`src/rtl/controller_poller_pkg.sv`:
```
// Shared types and constants for the NES/SNES pad poller and its consumers.
// Latency: n/a (definitions only).
// Backpressure: n/a.
package controller_poller_pkg;

  // Poll sequencer states
  typedef enum logic [2:0] {
    ST_IDLE,
    ST_LATCH,
    ST_LOW,
    ST_HIGH,
    ST_DONE
  } poll_state_t;

  localparam int NUM_BUTTONS = 12;
  localparam int RAW_BITS    = 16;

  // Canonical button word layout, active-high
  localparam int BTN_A      = 0;
  localparam int BTN_B      = 1;
  localparam int BTN_SELECT = 2;
  localparam int BTN_START  = 3;
  localparam int BTN_UP     = 4;
  localparam int BTN_DOWN   = 5;
  localparam int BTN_LEFT   = 6;
  localparam int BTN_RIGHT  = 7;
  localparam int BTN_X      = 8;
  localparam int BTN_Y      = 9;
  localparam int BTN_L      = 10;
  localparam int BTN_R      = 11;

endpackage

```
`src/rtl/controller_poller_remap.sv`:
```
// Maps 16 active-high raw pad bits to pad type and the canonical button word.
// Latency: purely combinational.
// Backpressure: none.
module controller_poller_remap
  import controller_poller_pkg::*;
(
  input  logic [RAW_BITS-1:0]    raw,
  output logic                   is_snes,
  output logic [NUM_BUTTONS-1:0] buttons
);

  logic snes;

  // A NES pad shifts ground after bit 7 (raw=1), a SNES pad reads released on 12..15
  always_comb begin
    snes    = (raw[15:12] == 4'b0000);
    buttons = '0;
    if (snes) begin
      buttons[BTN_B]      = raw[0];
      buttons[BTN_Y]      = raw[1];
      buttons[BTN_SELECT] = raw[2];
      buttons[BTN_START]  = raw[3];
      buttons[BTN_UP]     = raw[4];
      buttons[BTN_DOWN]   = raw[5];
      buttons[BTN_LEFT]   = raw[6];
      buttons[BTN_RIGHT]  = raw[7];
      buttons[BTN_A]      = raw[8];
      buttons[BTN_X]      = raw[9];
      buttons[BTN_L]      = raw[10];
      buttons[BTN_R]      = raw[11];
    end else begin
      buttons[BTN_RIGHT:BTN_A] = raw[7:0];
    end
    is_snes = snes;
  end

endmodule

```
`src/rtl/controller_poller.sv`:
```
// Polls a NES/SNES pad once per trigger and publishes a 12-bit button word.
// Latency: LATCH_CYCLES + NUM_BITS*2*HALF_CYCLES + 2 cycles from trigger to valid.
// Backpressure: none; triggers arriving while busy (including DONE) are dropped.
module controller_poller
  import controller_poller_pkg::*;
#(
  parameter int LATCH_CYCLES = 300,
  parameter int HALF_CYCLES  = 150,
  parameter int NUM_BITS     = 16
) (
  input  logic                   clk,
  input  logic                   reset,
  input  logic                   trigger,
  input  logic                   pad_data,
  output logic                   pad_latch,
  output logic                   pad_clk,
  output logic [NUM_BUTTONS-1:0] buttons,
  output logic                   is_snes,
  output logic                   valid,
  output logic                   busy
);

  localparam int CNT_MAX = (LATCH_CYCLES > HALF_CYCLES) ? LATCH_CYCLES : HALF_CYCLES;
  localparam int CNT_W   = (CNT_MAX > 1) ? $clog2(CNT_MAX) : 1;
  localparam int IDX_W   = (NUM_BITS > 1) ? $clog2(NUM_BITS) : 1;

  poll_state_t             state, state_nxt;
  logic [CNT_W-1:0]        cnt, cnt_nxt;
  logic [IDX_W-1:0]        idx, idx_nxt;
  logic [RAW_BITS-1:0]     shreg, shreg_nxt;
  logic                    latch_nxt, clk_nxt, snes_nxt, valid_nxt, busy_nxt;
  logic [NUM_BUTTONS-1:0]  buttons_nxt;
  logic                    map_snes;
  logic [NUM_BUTTONS-1:0]  map_buttons;

  // Pad data is active-low; invert before decoding
  controller_poller_remap u_remap (
    .raw     (~shreg),
    .is_snes (map_snes),
    .buttons (map_buttons)
  );

  // State, counters, shift register and registered outputs
  always_ff @(posedge clk) begin
    if (reset) begin
      state     <= ST_IDLE;
      cnt       <= '0;
      idx       <= '0;
      shreg     <= '0;
      pad_latch <= 1'b0;
      pad_clk   <= 1'b0;
      buttons   <= '0;
      is_snes   <= 1'b0;
      valid     <= 1'b0;
      busy      <= 1'b0;
    end else begin
      state     <= state_nxt;
      cnt       <= cnt_nxt;
      idx       <= idx_nxt;
      shreg     <= shreg_nxt;
      pad_latch <= latch_nxt;
      pad_clk   <= clk_nxt;
      buttons   <= buttons_nxt;
      is_snes   <= snes_nxt;
      valid     <= valid_nxt;
      busy      <= busy_nxt;
    end
  end

  // Next-state and output sequencing of one latch/shift poll
  always_comb begin
    state_nxt   = state;
    cnt_nxt     = cnt;
    idx_nxt     = idx;
    shreg_nxt   = shreg;
    latch_nxt   = pad_latch;
    clk_nxt     = pad_clk;
    buttons_nxt = buttons;
    snes_nxt    = is_snes;
    valid_nxt   = 1'b0;
    busy_nxt    = busy;
    case (state)
      ST_IDLE: begin
        if (trigger) begin
          state_nxt = ST_LATCH;
          latch_nxt = 1'b1;
          busy_nxt  = 1'b1;
          cnt_nxt   = '0;
        end
      end
      ST_LATCH: begin
        if (cnt == CNT_W'(LATCH_CYCLES - 1)) begin
          state_nxt = ST_LOW;
          latch_nxt = 1'b0;
          cnt_nxt   = '0;
          idx_nxt   = '0;
        end else begin
          cnt_nxt = cnt + 1'b1;
        end
      end
      ST_LOW: begin
        if (cnt == CNT_W'(HALF_CYCLES - 1)) begin
          // Sample at the end of the low phase, when the pad output has settled
          shreg_nxt[idx] = pad_data;
          state_nxt      = ST_HIGH;
          clk_nxt        = 1'b1;
          cnt_nxt        = '0;
        end else begin
          cnt_nxt = cnt + 1'b1;
        end
      end
      ST_HIGH: begin
        if (cnt == CNT_W'(HALF_CYCLES - 1)) begin
          clk_nxt = 1'b0;
          cnt_nxt = '0;
          if (idx == IDX_W'(NUM_BITS - 1)) begin
            state_nxt = ST_DONE;
          end else begin
            idx_nxt   = idx + 1'b1;
            state_nxt = ST_LOW;
          end
        end else begin
          cnt_nxt = cnt + 1'b1;
        end
      end
      ST_DONE: begin
        buttons_nxt = map_buttons;
        snes_nxt    = map_snes;
        valid_nxt   = 1'b1;
        busy_nxt    = 1'b0;
        state_nxt   = ST_IDLE;
      end
      default: begin
        state_nxt = ST_IDLE;
      end
    endcase
  end

endmodule
```
`config.mk`:
```
export PLATFORM = sky130hd
export DESIGN_NAME = controller_poller
export DESIGN_NICKNAME = d
export VERILOG_FILES = /design/src/rtl/controller_poller_pkg.sv /design/src/rtl/controller_poller_remap.sv /design/src/rtl/controller_poller.sv
export SDC_FILE = /design/constraint.sdc
export NUM_CORES = 1
export LEC_CHECK = 0
export BUFFER_PORTS_ARGS = -buffer_cell sky130_fd_sc_hd__buf_2
export CORE_ASPECT_RATIO = 1.5
export CORE_MARGIN = 10
export CORE_UTILIZATION = 55
export DETAILED_ROUTE_END_ITERATION = 10
export GPL_TIMING_DRIVEN = 1
export HOLD_SLACK_MARGIN = 0.05
export PLACE_DENSITY = 0.74
export SLEW_MARGIN = 20
export SYNTH_ARGS = -nofsm -noshare
export SYNTH_HDL_FRONTEND = slang
export SYNTH_HIERARCHICAL = 1
export SYNTH_SLANG_ARGS = --single-unit
```
`constraint.sdc`:
```
create_clock -name clk -period 4.9 [get_ports clk]
set_input_delay 1.47 -clock clk [delete_from_list [all_inputs] [get_ports clk]]
set_output_delay 1.47 -clock clk [all_outputs]
set_load 0.05 [all_outputs]
```
=== Word-level counts from Yosys, hierarchy flattened ===
Index checks and enable logic that the tools add are counted.

* Add/sub/neg operators: 2
* Order comparisons: 2
* Equal/unequal tests: 12
* Muxes and demuxes: 27
* Bitwise gates (word level): 1
* Reductions and logical operators: 16

{| class="wikitable"
|+ Operator list
! cell !! number
|-
| 9-bit two-way mux || 3
|-
| 9-bit one-hot mux with 3 select lines || 1
|-
| 16-bit bitwise mux || 1
|-
| 4-bit two-way mux || 4
|-
| 16-bit inverter || 1
|-
| 3-bit two-way mux || 5
|-
| 3-bit one-hot mux with 4 select lines || 1
|-
| 2-bit != test, second input constant || 5
|-
| 9-bit by 1-bit adder with 9-bit output, second input constant || 1
|-
| 9-bit by 8-bit equality test with 1-bit output, second input constant || 1
|-
| 9-bit equality test, second input constant || 1
|-
| 4-bit one-hot mux with 2 select lines || 1
|-
| 4-bit AND reduction || 2
|-
| 2-bit nonzero test || 4
|-
| 3-bit by 2-bit equality test with 1-bit output, second input constant || 2
|-
| 1-bit two-way mux || 6
|-
| 1-bit one-hot mux with 2 select lines || 3
|-
| 2-bit AND reduction || 3
|-
| 3-bit AND reduction || 2
|-
| 4-bit by 5-bit less-than comparator with 1-bit output, second input constant || 1
|-
| 4-bit by 1-bit adder with 4-bit output, second input constant || 1
|-
| 1-bit demux with 4-bit select || 1
|-
| 4-bit equality test, second input constant || 1
|-
| 4-bit by 1-bit greater-or-equal comparator with 1-bit output, second input constant || 1
|-
| 8 further kinds || 8
|}

* Flip-flop bits (word level): 49
* Bits of input ports: 4

=== Depth between registers and ports, before layout ===
Gate-level depths: netlist (run 1).

* Depth after elaboration: 5
* Mapped depth: 7
* Mapped depth without buffers: 6

=== Modules after synthesis ===
Netlist (run 1), hierarchy kept.

{| class="wikitable"
|+ By module, submodules not included
! module !! times used !! cells an instance !! area an instance (um^2) !! sequential area each (um^2)
|-
| controller_poller || 1 || 290 || 2,374.8 || 980.9
|-
| controller_poller_remap || 1 || 13 || 118.9 || 0.0
|}

=== Worst setup path before layout (run 1) ===
No wires, ideal clock.

* Kind: in2reg
* Start point: input reset
* End point: register pad_clk
* Arrival: 2.314 ns
* Setup slack: 2.459 ns
* Stages on the path: 4
* Path buffers: 3
* Cell sequence: clkbuf_1 > clkbuf_1 > buf_1 > nor2_1

{| class="wikitable"
|+ RTL lines
! what !! line !! source
|-
| start, declared || controller_poller.sv:12 || <nowiki>input logic reset,</nowiki>
|-
| end signal, assigned || controller_poller.sv:62 || <nowiki>pad_clk <= clk_nxt;</nowiki>
|-
| end, declared || controller_poller.sv:16 || <nowiki>output logic pad_clk,</nowiki>
|}

No word-level cell between the ends.

==> results of run 1 <==
-- routing by layer --
layer	global-route usage [%]	vias up	share of wire, %	wire length, um
met5	0	-	0	0
met4	5.70	0	1.5	72
met3	2.42	5	3.2	159
met2	25.9	23	54	2650
met1	14.3	912	41	2020
li1	-	1042	-	-
-- flip-flops by register name, indices dropped and copies added, names as in the netlist --
name,cells
shreg,16
buttons,12
cnt,9
idx,4
state,3
busy,1
is_snes,1
pad_clk,1
pad_latch,1
valid,1
-- power by group --
part	total (uW)	switching [uW]	internal [uW]
sequential	444	28.8	416
combinational	152	101	50.9
clock	345	140	205
-- area by class of cell --
cell class                 count  area (um^2)
timing repair buffer          21          108
clock buffer                   5         68.8
clock inverter                 3         68.8
fill                         391         1630
inverter                      23         86.3
tap                           46         57.6
multi-input combinational    209         1310
sequential                    49          981
-- cells in the mapped netlist (2+ instances only) --
library cell	count	area, um^2
a21oi_1	26	130
a311o_1	3	30.0
a31oi_1	2	12.5
and2_1	3	18.8
and2_2	4	30.0
buf_1	3	11.3
buf_2	3	15.0
buf_4	6	45.0
clkbuf_1	9	33.8
dfxtp_1	49	981
ha_1	6	75.1
inv_1	23	86.3
mux2_2	2	22.5
mux2i_1	13	130
nand2_1	39	146
nand2b_1	20	125
nand3_1	23	115
nand4_1	4	25.0
nor2_1	16	60.1
nor3_1	8	40.0
nor4_4	2	42.5
nor4b_1	2	17.5
o211ai_1	2	15.0
o21ai_0	2	10.0
o21ai_1	3	15.0
o21bai_1	2	15.0
o22ai_1	4	25.0
o311ai_0	2	17.5
or3_1	3	18.8
-- through the flow --
stage | setup slack (ns) | hold WS [ns]
after global placement | 1.94 | 0.439
final | 2.26 | 0.454
after detailed placement | 1.89 | 0.443
after global routing | 2.06 | 0.482
after CTS | 2.23 | 0.457
after floorplan | 2.46 | 0.449
-- final timing paths --
kind	endpoint	slack [ns]	cells after the start
hold reg to reg	buttons[4]$_SDFFE_PP0P_	0.45	2
setup / recovery	shreg[1]$_SDFFE_PP0P_	2.26	3
setup reg to reg	cnt[7]$_SDFFE_PP0P_	2.56	4
hold / removal	buttons[4]$_SDFFE_PP0P_	0.45	2
-- worst reg2reg max path, cell delays in order (launching register included) --
cell	delay, ns
dfxtp_1	0.59
nor3b_1	0.32
a21boi_1	0.85
nor2_1	0.11
o311ai_0	0.36
-- cells by family after synthesis --
kind of cell / after synthesis / synth area share [%]
AND/OR/NAND/NOR: 136 / 30.6
AO/OA/AOI/OAI: 52 / 12.8
flip-flops: 49 / 39.3
buffers and inverters: 45 / 8.13
multiplexers: 15 / 6.12
adder cells (fa/ha/maj): 6 / 3.01
==> out/metrics.yaml, run 1 <==
clocking:
  ctsHoldBuffers: 0
  cts_tree: "yes"
  post_cts_buffers: 0
  cts-resized-gates: 0
  numClockSinks: 49
  clockRootBuffer: "clkbuf_8"
  path_clk_slew_ns: 0.09
  cts_buffer_depth: 2
  htreeDepth: 2
  cts_made_buffers: 5
  clk_latency_ns: 0.30
critical_path:
  arrival_ns: 2.80
  startpoint_type: "input pin"
  cp-startpoint: "reset"
  critPathTopFamily: "buffers and inverters"
  worstPathCellList: "buf_2 -> nand2b_1 -> mux2i_1"
  endpoint_kind: "flip-flop"
  cp_max_fo: 50
  r2r_start: "state[0]$_SDFFE_PP0P_"
  worst-path-buf-inv: 1
  crit_type: "input pin to flip-flop"
  slowest_stage: "buf_2"
  max_stage_delay_ns: 0.59
  cp_data_required_time_ns: 5.07
layout:
  syn_to_final_growth_pct: 7.63
  fin_util_pct: 62.2
  stdcell_count: 356
  nets: 319
  drive_gt1_share_pct: 13.5
  mostFrequentLayoutCells: "dfxtp_1 (49), nand2_1 (39), a21oi_1 (25)"
  diodes: 0
  final_area_um2: 2680
  layout_commonest_cell: "dfxtp_1"
die:
  rows: 29
  initial_utilization_pct: 57.8
  dieArea_um2: 7680
  fp.dieH_um: 102
  chipWidth_um: 75.0
  boundaryPins: 21
  core-area_um2: 4320
global_route:
  grt_use_total_pct: 13.8
  grt_max_degree: 51
  grt_pass1_vias: 1943
  grt-ovfl-total: 0
  grt_first_pass_wirelength_um: 8560
  antenna_found_initial: 0
timing:
  final-setup-viol-count: 0
  slew_violations: 0
  slew_headroom_pct: 33.2
  fin_crit_sh_pct: 53.8
  rsz0062_at_grt: "false"
  tightest_slew_ns: 1.00
  fin_crit_ns: 2.64
  clock_skew_ns: 0.00484
  fin_setup_tns_ns: 0
  max_freq_mhz: 379
  hold_violations: 0
synth:
  synthArstFlopShare_pct: 0
  synthFlopType: "dfxtp_1"
  syn-instance-count: 303
  synth_cell_type_count: 48
  syn_nets: 313
  ys_ff_latch: 49
  yosysSeqAreaShare_pct: 39.3
  yosys_warnings: 6
  syn_area_um2: 2490
  syn_avg_cell_area_um2: 8.23
  synth-edff-count: 0
placed_design:
  place_area_um2: 2540
  routabilityCongestion: 0.796
  dp.cells: 348
  io_buffers: 20
  hpwl_um: 3490
power:
  finalPower_uw: 942
  power_density_nw_per_um2: 351
  cellLeakagePower_uw: 0.000999
  vdd_ir_drop_max_mv: 0.310
drt:
  wl_per_cell_um: 13.8
  dr.pass1.iters: 4
  drtIter0Drc: 137
  final_antenna_net_count: 0
  vias: 1982
  drc: 0
  viasPerCell: 5.57
  wirelength_um: 4900
run_status:
  outcome: "completed"
flow_run:
  cap_violations: 0
hold_path:
  worstHoldStart: "buttons[4]$_SDFFE_PP0P_"
  min_path_type: "flip-flop to flip-flop"
No activity file was read; power rests on OpenSTA's default activity.
==> run 2, diff against run 1 <==
--- a/config.mk
+++ b/config.mk
@@ -8,11 +8,11 @@
 export BUFFER_PORTS_ARGS = -buffer_cell sky130_fd_sc_hd__buf_2
 export CORE_ASPECT_RATIO = 1.5
 export CORE_MARGIN = 10
-export CORE_UTILIZATION = 55
+export CORE_UTILIZATION = 53
 export DETAILED_ROUTE_END_ITERATION = 10
 export GPL_TIMING_DRIVEN = 1
 export HOLD_SLACK_MARGIN = 0.05
-export PLACE_DENSITY = 0.74
+export PLACE_DENSITY = 0.75
 export SLEW_MARGIN = 20
 export SYNTH_ARGS = -nofsm -noshare
 export SYNTH_HDL_FRONTEND = slang
==> constraint.sdc (replaced) <==
create_clock -name clk -period 2.15 [get_ports clk]
set_input_delay 0.645 -clock clk [delete_from_list [all_inputs] [get_ports clk]]
set_output_delay 0.645 -clock clk [all_outputs]
set_load 0.05 [all_outputs]
==> out/metrics.yaml, run 2 (same netlist as run 1, synthesis figures left out) <==
drt:
  dr.pass1.iters: 5  # +1
  drc: 0  # unchanged
  viasPerCell: 5.40  # -3.0%
  vias: 2052  # +3.5%
  final_antenna_net_count: 0  # unchanged
  drtIter0Drc: 132  # -3.6%
  wl_per_cell_um: 13.3  # -3.5%
  wirelength_um: 5050  # +3.0%
power:
  cellLeakagePower_uw: 0.00100  # +0.38%
  power_density_nw_per_um2: 726  # +110%
  vdd_ir_drop_max_mv: 0.477  # +54%
layout:
  multi_input_area_um2: 1310  # -0.29%
  nets: 325  # +1.9%
  largestRegisters: "shreg x16, buttons x12, cnt x9"
  mostFrequentLayoutCells: "dfxtp_1 (49), nand2_1 (39), a21oi_1 (26)"
  top_register: "shreg"
  final.fill_count: 447  # +14%
  final_area_um2: 2710  # +0.79%
  diodes: 0  # unchanged
  stdcell_count: 380  # +6.7%
  drive_gt1_share_pct: 14.9  # +1.3 points
  layout_commonest_cell: "dfxtp_1"
  fin_util_pct: 59.6  # -2.6 points
  syn_to_final_growth_pct: 8.48
  regArea_um2: 981  # unchanged
  largest_reg_flops: 16  # unchanged
timing:
  hold_violations: 0  # unchanged
  clock_skew_ns: 0.00649  # +0.00165 ns
  rsz0062_at_grt: "false"
  slew_headroom_pct: 68.4  # +35 points
  max_freq_mhz: 544
  fin_crit_ns: 1.84
  slew_violations: 0  # unchanged
  fin_setup_tns_ns: 0  # unchanged
  fin_crit_sh_pct: 85.5
  final-setup-viol-count: 0  # unchanged
  tightest_slew_ns: 0.473  # -0.527 ns
global_route:
  grt-ovfl-total: 0  # unchanged
  grt_pass1_vias: 2021  # +4.0%
  grt_use_total_pct: 13.2  # -0.52 points
  grt_first_pass_wirelength_um: 9070  # +6.0%
  grt_max_degree: 20  # -61%
  antenna_found_initial: 0  # unchanged
clocking:
  cts_buffer_depth: 2  # unchanged
  ctsHoldBuffers: 0  # unchanged
  htreeDepth: 2  # unchanged
  cts-resized-gates: 0  # unchanged
  clockRootBuffer: "clkbuf_8"
  cts_tree: "yes"
  cts_made_buffers: 5  # unchanged
  numClockSinks: 49  # unchanged
  path_clk_slew_ns: 0.10  # about the same
  post_cts_buffers: 0  # unchanged
  clk_latency_ns: 0.31  # about the same
critical_path:
  arrival_ns: 2.08  # -0.72 ns
  slowest_stage: "dfxtp_1"
  worstPathCellList: "ha_1 -> nor4bb_1 -> a21oi_1 -> buf_4 -> or3_1 -> a21oi_1"
  cp_max_fo: 15  # -70%
  endpoint_kind: "flip-flop"
  path_common_cell: "a21oi_1"
  max_stage_delay_ns: 0.43  # -0.16 ns
  startpoint_type: "flip-flop"
  cp_data_required_time_ns: 2.39  # -2.68 ns
  regToRegSetupSlack_ns: 0.31  # -2.25 ns
  crit_type: "flip-flop to flip-flop"
hold_path:
  min_path_type: "flip-flop to flip-flop"
die:
  boundaryPins: 21  # unchanged
  dieArea_um2: 7910  # +2.9%
  chipWidth_um: 76.0  # +1.4%
  core-area_um2: 4540  # +5.2%
  fp.dieH_um: 104  # +1.5%
  initial_utilization_pct: 54.9  # -2.8 points
  rows: 30  # +3.4%
placed_design:
  io_buffers: 20  # unchanged
  routabilityCongestion: 0.833  # +4.6%
  place_area_um2: 2610  # +2.7%
  hpwl_um: 3800  # +8.8%
  dp.cells: 372  # +6.9%
run_status:
  outcome: "completed"
flow_run:
  cap_violations: 0  # unchanged
## run 2: cell types whose count changed in the layout (fill, tap and decap cells not counted)
| cell | change |
|---|---|
| clkinvlp_4 | +2 |
| a21oi_2 | -1 |
| inv_8 | +1 |
| bufinv_16 | -2 |
| buf_4 | +6 |
| a21oi_1 | +1 |
| inv_6 | -1 |
## run 2: final cells by class
class | count | area share (%)
clock buffer | 5 | 2.54
tap | 64 | 2.96
multi-input combinational | 209 | 48.4
timing repair buffer | 27 | 5.64
clock inverter | 3 | 0.971
inverter | 23 | 3.19
sequential | 49 | 36.3
## run 2: power breakdown
| group | internal, uW | switching (uW) |
|---|---|---|
| Sequential | 947 | 65.3 |
| Clock | 237 | 342 |
| Combinational | 137 | 235 |
## run 2: per-stage QoR
stage	worst slack (ns)	total power, uW	hold WS, ns
2_1_floorplan	0.497	1310	0.449
3_3_place_gp	0.436	1390	0.439
3_5_place_dp	0.304	1410	0.443
4_1_cts	0.299	1980	0.457
5_1_grt	0.121	2060	0.478
6_report	0.313	1960	0.454
## run 2: path summary, 6_finish.rpt
path	startpoint	endpoint	cells past startpoint
setup / recovery	cnt[0]$_SDFFE_PP0P_	state[0]$_SDFFE_PP0P_	6
hold / removal	buttons[5]$_SDFFE_PP0P_	buttons[5]$_SDFFE_PP0P_	2
setup reg to reg	cnt[0]$_SDFFE_PP0P_	state[0]$_SDFFE_PP0P_	6
hold reg to reg	buttons[5]$_SDFFE_PP0P_	buttons[5]$_SDFFE_PP0P_	2
## run 2: routing by layer
layer / part of all wire [%] / vias to the layer above / wire [um] / GRT usage, %
met3: 4.2 / 11 / 214 / 3.29
met5: 0 / - / 0 / 0
met2: 55 / 32 / 2790 / 24.9
met1: 38 / 960 / 1940 / 13.5
li1: - / 1049 / - / -
met4: 1.9 / 0 / 98 / 4.89
## run 2: critical path: cells and delay by family, from the launching register on
| kind | cells | cell delay, ns |
|---|---|---|
| compound gates | 2 | 0.25 |
| fa+ha+maj | 1 | 0.19 |
| buf+inv | 1 | 0.20 |
| flops | 1 | 0.43 |
| simple gates | 2 | 0.71 |
